--- src/rtl/csr_arbiter.sv ---
// csr_arbiter: shares one CSR bus between several masters, one access per grant
// (arbitrate, bus cycle, acknowledge), with locked sequences and an idle release timeout.
module csr_arbiter #(
    parameter int NUM_MASTERS = 2,
    parameter int ADDR_W      = 5,
    parameter int DATA_W      = 8,
    parameter int ROUND_ROBIN = 1,
    parameter int LOCK_TMO    = 16
) (
    input  logic                          clk,
    input  logic                          rst_n,
    input  logic [NUM_MASTERS-1:0]        m_req,
    input  logic [NUM_MASTERS-1:0]        m_lock,
    input  logic [NUM_MASTERS-1:0]        m_we,
    input  logic [NUM_MASTERS*ADDR_W-1:0] m_a,
    input  logic [NUM_MASTERS*DATA_W-1:0] m_wdata,
    output logic [NUM_MASTERS-1:0]        m_gnt,
    output logic [NUM_MASTERS-1:0]        m_ack,
    output logic [DATA_W-1:0]             m_rdata,
    output logic [ADDR_W-1:0]             csr_a,
    output logic                          csr_we,
    output logic [DATA_W-1:0]             csr_do,
    input  logic [DATA_W-1:0]             csr_di,
    output logic                          busy
);
    localparam int IDX_W = (NUM_MASTERS > 1) ? $clog2(NUM_MASTERS) : 1;

    localparam logic [1:0] ST_IDLE   = 2'd0;
    localparam logic [1:0] ST_ACCESS = 2'd1;
    localparam logic [1:0] ST_ACK    = 2'd2;
    localparam logic [1:0] ST_LOCKED = 2'd3;

    logic [1:0]             state_q, state_d;
    logic [IDX_W-1:0]       owner_q, owner_d;
    logic [IDX_W-1:0]       rr_q, rr_d;
    logic [7:0]             lock_cnt_q, lock_cnt_d;
    logic [NUM_MASTERS-1:0] gnt_q, gnt_d;
    logic [NUM_MASTERS-1:0] ack_q, ack_d;
    logic [ADDR_W-1:0]      a_q, a_d;
    logic                   we_q, we_d;
    logic [DATA_W-1:0]      do_q, do_d;
    logic [DATA_W-1:0]      rdata_q, rdata_d;
    logic [IDX_W-1:0]       win_idx;
    logic [IDX_W-1:0]       next_rr;

    // First requester found when scanning upward from start, wrapping at NUM_MASTERS.
    function automatic logic [IDX_W-1:0] pick_winner(input logic [NUM_MASTERS-1:0] req,
                                                     input logic [IDX_W-1:0]       start);
        logic [IDX_W-1:0]       win;
        logic [NUM_MASTERS-1:0] rot;
        int                     idx;
        win = '0;
        for (int i = NUM_MASTERS - 1; i >= 0; i--) begin
            idx = (int'(start) + i) % NUM_MASTERS;
            rot = req >> idx;
            if (rot[0]) win = IDX_W'(idx);
        end
        return win;
    endfunction

    always_comb begin
        win_idx = pick_winner(m_req, (ROUND_ROBIN != 0) ? rr_q : '0);
        next_rr = (owner_q == IDX_W'(NUM_MASTERS - 1)) ? '0 : owner_q + IDX_W'(1);
    end

    always_comb begin
        state_d    = state_q;
        owner_d    = owner_q;
        rr_d       = rr_q;
        lock_cnt_d = lock_cnt_q;
        gnt_d      = gnt_q;
        ack_d      = '0;
        a_d        = a_q;
        we_d       = 1'b0;
        do_d       = do_q;
        rdata_d    = rdata_q;
        case (state_q)
            ST_IDLE: begin
                if (|m_req) begin
                    owner_d = win_idx;
                    gnt_d   = NUM_MASTERS'(1) << win_idx;
                    a_d     = m_a[win_idx*ADDR_W +: ADDR_W];
                    we_d    = m_we[win_idx];
                    do_d    = m_wdata[win_idx*DATA_W +: DATA_W];
                    state_d = ST_ACCESS;
                end
            end
            ST_ACCESS: begin
                rdata_d = csr_di;
                ack_d   = NUM_MASTERS'(1) << owner_q;
                state_d = ST_ACK;
            end
            ST_ACK: begin
                if (m_lock[owner_q]) begin
                    lock_cnt_d = '0;
                    state_d    = ST_LOCKED;
                end else begin
                    gnt_d   = '0;
                    rr_d    = next_rr;
                    state_d = ST_IDLE;
                end
            end
            ST_LOCKED: begin
                // Only the owner may continue; idle cycles count toward the forced release.
                if (m_req[owner_q]) begin
                    a_d     = m_a[owner_q*ADDR_W +: ADDR_W];
                    we_d    = m_we[owner_q];
                    do_d    = m_wdata[owner_q*DATA_W +: DATA_W];
                    state_d = ST_ACCESS;
                end else if (!m_lock[owner_q] || (lock_cnt_q == 8'(LOCK_TMO - 1))) begin
                    gnt_d   = '0;
                    rr_d    = next_rr;
                    state_d = ST_IDLE;
                end else begin
                    lock_cnt_d = lock_cnt_q + 8'd1;
                end
            end
            default: begin
                gnt_d   = '0;
                state_d = ST_IDLE;
            end
        endcase
    end

    always_ff @(posedge clk) begin
        if (!rst_n) begin
            state_q    <= ST_IDLE;
            owner_q    <= '0;
            rr_q       <= '0;
            lock_cnt_q <= '0;
            gnt_q      <= '0;
            ack_q      <= '0;
            a_q        <= '0;
            we_q       <= 1'b0;
            do_q       <= '0;
            rdata_q    <= '0;
        end else begin
            state_q    <= state_d;
            owner_q    <= owner_d;
            rr_q       <= rr_d;
            lock_cnt_q <= lock_cnt_d;
            gnt_q      <= gnt_d;
            ack_q      <= ack_d;
            a_q        <= a_d;
            we_q       <= we_d;
            do_q       <= do_d;
            rdata_q    <= rdata_d;
        end
    end

    assign m_gnt   = gnt_q;
    assign m_ack   = ack_q;
    assign m_rdata = rdata_q;
    assign csr_a   = a_q;
    assign csr_we  = we_q;
    assign csr_do  = do_q;
    assign busy    = (state_q != ST_IDLE);

endmodule

--- config.mk ---
export PLATFORM = sky130hd
export DESIGN_NAME = csr_arbiter
export DESIGN_NICKNAME = d
export VERILOG_FILES = /design/src/rtl/csr_arbiter.sv
export SDC_FILE = /design/constraint.sdc
export NUM_CORES = 1
export LEC_CHECK = 0
export ABC_CLOCK_PERIOD_IN_PS = 1900
export CAP_MARGIN = 20
export CORE_MARGIN = 10
export CORE_UTILIZATION = 41
export DETAILED_ROUTE_END_ITERATION = 16
export GPL_TIMING_DRIVEN = 0
export HOLD_SLACK_MARGIN = 0.08
export MAX_ROUTING_LAYER = met4
export PLACE_DENSITY = 0.77
export REMOVE_ABC_BUFFERS = 1
export SETUP_SLACK_MARGIN = 0.1
export SKIP_LAST_GASP = 1
export SYNTH_ARGS = -nofsm -noshare
export SYNTH_HDL_FRONTEND = slang
export SYNTH_SLANG_ARGS = --single-unit
--- constraint.sdc ---
create_clock -name clk -period 1.9 [get_ports clk]
set_input_delay 0.19 -clock clk [delete_from_list [all_inputs] [get_ports clk]]
set_output_delay 0.19 -clock clk [all_outputs]
set_load 0.005 [all_outputs]
After elaboration in Yosys (flattened, before gate mapping)

Cells that the tools add are included.

Word-level logic and storage cells: 90
Output and inout port bits: 27
Latch bits: 0
Bits in registers: 38
Memories: 0
Memory bits (writable): 0
Input port bits: 42
Bits in read-only memories: 0

Shift operators: 8
Multipliers: 2
Mux-type cells: 37
Order comparisons: 2
Reduce and logical (&&, ||, !) cells: 15
Eq/ne operators: 12
Add/subtract/negate cells: 3
Bitwise logic cells: 1
Div/mod/pow operators: 0

Operator list:

| cell                  | count |
|---|---|
| $mux W8               | 5 |
| $pmux W8 S2           | 2 |
| $shiftx A16 B5 Y8     | 2 |
| $shr A2 B32 Y1        | 1 |
| $shiftx A10 B5 Y5     | 2 |
| $mux W1               | 16 |
| $mux W2               | 7 |
| $ne A2 B2 Y1 const B  | 7 |
| $mux W5               | 2 |
| $pmux W5 S2           | 1 |
| $add A8 B1 Y8 const B | 1 |
| $eq A8 B4 Y1 const B  | 1 |
| $mul A1 B3 Y4 const B | 2 |
| $pmux W2 S4           | 1 |
| $reduce_and A4 Y1     | 2 |
| $pmux W2 S3           | 1 |
| $reduce_and A2 Y1     | 3 |
| $reduce_bool A2 Y1    | 3 |
| $reduce_and A5 Y1     | 1 |
| $eq A2 B2 Y1 const B  | 2 |
| $lt A1 B2 Y1 const B  | 2 |
| $pmux W1 S2           | 2 |
| $shl A1 B1 Y2 const A | 2 |
| $ne A3 B3 Y1 const B  | 1 |
| 10 further kinds      | 11 |

Logic depth before layout (Yosys ltp)

Gate-level depths: netlist of run 1.

Depth in word-level cells: 9
Mapped depth: 8
Depth with buffers taken out: 6

Worst setup path before layout of run 1

Ideal clock, no wire load.

Path kind: register -> register
From: register state_q[1]
To: register a_q[4] (netlist: csr_a[4])
Data arrival time: 1693 ps
Stages on the path, launching flop included: 9
Data required time: 1814 ps
Library setup time: 86 ps
Path buffers: 2
Path slack: 122 ps
Path through: dfxtp_1 -> inv_1 -> ha_1 -> inv_1 -> or3_1 -> buf_2 -> and2_1 -> buf_4 -> a211oi_1

Longest elaborated chain between the ends: 3

Ends and longest elaborated chain:

| what                                                                | RTL line | RTL |
|---|---|---|
| start: declaration                                                  | 33       | `logic [1:0] state_q, state_d;` |
| start signal: assignment                                            | 138      | `state_q <= state_d;` |
| $eq A2 B2 Y1 or $logic_not A2 Y1 (tied branches)                    | 77       | `case (state_q)` |
| $ne A2 B2 Y1 (no source line) or $reduce_bool A2 Y1 (tied branches) | n/a      |  |
| $reduce_and A3 Y1 (no source line)                                  | n/a      |  |
| end signal: assignment                                              | 133      | `a_q <= '0;` |
| end signal: assignment                                              | 144      | `a_q <= a_d;` |
| end: declaration                                                    | 39       | `logic [ADDR_W-1:0] a_q, a_d;` |

Several ways; a longest one is shown, not always the timed one.
A chain may end at the register's enable or synchronous reset.

Worst setup path in the final report of run 1

From: register state_q[1]
To: output busy

Longest elaborated chain between the ends: 1

Ends and longest elaborated chain:

| what               | RTL line | RTL |
|---|---|---|
| $reduce_bool A2 Y1 | 157      | `assign busy = (state_q != ST_IDLE);` |
| end: declaration   | 24       | `output logic busy` |

No other way between the ends.

==> impl_metrics.tcl, run 1 <==
set metrics [dict create \
    grt_usage_pct 14.46 \
    worstMarginPinSlew_ns 0.7636 \
    synth_compound_area_share_pct 20.94 \
    power_frac_seq_pct 40.6 \
    rows 25 \
    synth_edf_count 0 \
    io_pins 69 \
    max_freq_mhz 575.7 \
    drive_above_1_share_pct 19.79 \
    synth_top_family_by_area "compound AO/OA/AOI/OAI gates" \
    p_clk_share_pct 24.2 \
    clockRootBuffer "clkbuf_8" \
    port_buffers 68 \
    clockBufferDepth 2 \
    worst_path_largest_cell_delay_ns 0.51 \
    numCtsBuffers 5 \
    hp-class "primary input to flop" \
    area_growth_pct 49.46 \
    synth_area_per_cell_um2 9.635 \
    postLayoutCellArea_um2 2938 \
    crit_arrival_ns 1.55 \
    async_flop_share_pct 0 \
    pwr-share-comb_pct 35.2 \
    overflow 0 \
    fin_ws_ns 0.1631 \
    synth.distinct_cells 45 \
    synthAdderAreaFrac_pct 4.456 \
    cp.required_ns 1.71 \
    synthXorXnorAreaFrac_pct 0 \
    core_um2 4692 \
    finClkSkew_ns 0.007208 \
    p_int_mw 1.675 \
    cp-end-kind "primary output" \
    routed_wl_mm 5.708 \
    worst_path_max_delay_cell "clkdlybuf4s50_1" \
    initial_utilization_pct 41.89 \
    cp_top_family "buffers and inverters" \
    yosys_warnings 0 \
    pre_cts_slack_ns -0.9625 \
    switchingPower_mw 0.7150 \
    wl_per_cell_um 16.94 \
    holdWs_ns 0.4427 \
    synthMuxAreaShare_pct 14.64 \
    antenna_found_initial 0 \
    cts_hold_buffers 0 \
    clk_latency_ns 0.29 \
    hpwlAfterDp_mm 3.602 \
    die_h_um 89.24 \
    htreeDepth 2 \
    num_vias 1859 \
    relSlewSlack_pct 49.09 \
    viasPerCell 5.516 \
    rsz0062_at_grt "no" \
    criticalPathCategory "flop to primary output" \
    drtAntennaViolNets 0 \
    die_x_um 89.24 \
    setup_viol 0 \
    synthSimpleGateAreaFrac_pct 14.70 \
    gp_congestion 0.8407 \
    final_hold_viol_count 0 \
    p_per_area_nw_per_um2 813.6 \
    leakage_nw 1.115 \
    grt_max_degree 20 \
    period_share_pct 91.42 \
    grt_pass1_vias 1806 \
    syn_area_um2 1966 \
    cpMostUsedCell "inv_2" \
    critPathLaunchType "flop" \
    n_antenna_cell 0 \
    postPlaceCellArea_um2 2608 \
    peakVddDrop_v 0.0004270 \
    drc 0 \
    min_period_ns 1.737 \
    worst-path-buf-inv 3 \
    ys.flop_type "dfxtp_1" \
    path_cells "inv_2 > ha_4 > inv_2 > clkdlybuf4s50_1" \
    first_pass_iters 4 \
    critPathMaxFanout 6 \
    drt_iter0_markers 138 \
    path_clk_slew_ns 0.08 \
    die_area_um2 7964 \
    cap_viol_max_count 0 \
    finish.net_count 331 \
    sw_frac_of_total_pct 29.91 \
    dp_cells 312 \
    clock-sinks 38 \
    postSynthCellCount 204 \
    cts_tree "yes" \
    ys_ff_latch 38 \
    drv_slew 0 \
    yosysSeqAreaShare_pct 38.70 \
    status "completed" \
    finalNonFillerCells 337 \
    grt_pass1_wl_mm 8.797 \
]
-- synthesized netlist by cell type (4+ instances only) --
master	count	share of area (%)
o21ai_0	5	1.3
nand3_1	4	1.0
clkbuf_1	4	0.76
inv_1	6	1.1
ha_1	7	4.5
a21oi_1	16	4.1
buf_6	5	2.9
nand2_1	17	3.2
nor2_1	13	2.5
mux2i_1	25	13
dfxtp_1	38	39
a211oi_1	16	6.1
-- stage by stage --
step	TNS (ns)	util (%)	total power, mW
finish	0	62.61	2.390
global route	0	62.61	2.541
CTS	0	60.03	2.365
detailed placement	-17.84	55.57	1.723
global placement	-17.74	55.57	1.713
floorplan	-3.125	-	1.342
-- what timing repair did --
item                       CTS  global route
setup endpoints to repair   27            27
pin swaps                    1             3
setup buffers                4            11
gates cloned                 1             1
gates resized for setup     20             7
-- kinds of logic (layout without fill, tap and decap cells) --
family | count (synthesis) | count (layout)
and+or+nand+nor | 56 | 56
buffers and inverters | 20 | 98
muxes | 27 | 27
AOI/OAI and AO/OA | 56 | 57
DFF | 38 | 38
adders and majority gates | 7 | 7
-- tightest hold or removal path, stage by stage --
cell and delay (ns):
dlymetal6s2s_1 0.27, nand4_1 0.13, mux2i_1 0.08
-- final timing paths --
kind,from,end,slack (ns),depth (start not counted)
setup / recovery,state_q[1]$_SDFFE_PN0P_,busy,0.16,4
hold / removal,m_req[1],m_gnt[1]$_SDFFE_PN0P_,0.44,3
setup reg to reg,lock_cnt_q[0]$_SDFFE_PN0P_,lock_cnt_q[3]$_SDFFE_PN0P_,0.16,6
hold reg to reg,lock_cnt_q[7]$_SDFFE_PN0P_,lock_cnt_q[7]$_SDFFE_PN0P_,0.47,2
-- state kept, by name, indices dropped and copies added, names as in the netlist --
register and flops:
csr_we 1, state_q 2, lock_cnt_q 8, m_gnt 2, m_ack 2, rr_q 1, owner_q 1, csr_a 5
csr_do 8, m_rdata 8
-- final cells by class --
class	instances	area (um2)
Clock inverter	1	5.005
Clock buffer	7	86.33
Fill cell	389	1754
Inverter	6	26.28
Sequential cell	38	767.0
Multi-Input combinational cell	147	1171
Timing Repair Buffer	83	807.0
Tap cell	54	67.56
Timing Repair inverter	1	7.507
-- power groups by stage --
stage | clock network [mW] | logic (mW) | registers [mW]
6_report | 0.578 | 0.841 | 0.971
5_1_grt | 0.628 | 0.927 | 0.986
4_1_cts | 0.593 | 0.801 | 0.970
3_5_place_dp | 0 | 0.743 | 0.980
3_3_place_gp | 0 | 0.738 | 0.975
2_1_floorplan | 0 | 0.358 | 0.983
-- cells in the final DEF (no fill, tap or decap), types with 3 or more instances in the layout --
master           count
clkbuf_8             6
and3_2               3
mux2i_1             23
buf_4               14
nor2_1              13
o221a_2              3
o21ai_0              5
dfxtp_1             35
nand3_1              4
ha_1                 3
nand2_1             17
clkdlybuf4s50_1     66
a21oi_1             16
inv_2                3
a211oi_1            16
-- layer usage --
metal  wire (um)  share of wire (%)  vias up  GRT usage, %
li1            -                  -      917             -
met1        2546                 45      866         18.46
met2        2707                 47       66         20.53
met3         367                6.4       10         5.196
met4          86                1.5        0         5.058
met5           0                  0        -             -
No activity file was read; power rests on OpenSTA's default activity.
==> run 2: changes to the inputs <==
--- a/config.mk
+++ b/config.mk
@@ -6,7 +6,6 @@
 export NUM_CORES = 1
 export LEC_CHECK = 0
 export ABC_CLOCK_PERIOD_IN_PS = 1900
-export CAP_MARGIN = 20
 export CORE_MARGIN = 10
 export CORE_UTILIZATION = 41
 export DETAILED_ROUTE_END_ITERATION = 16
==> results of run 2 <==
Same layout as run 1: the final DEF is identical, and so are final timing and power.
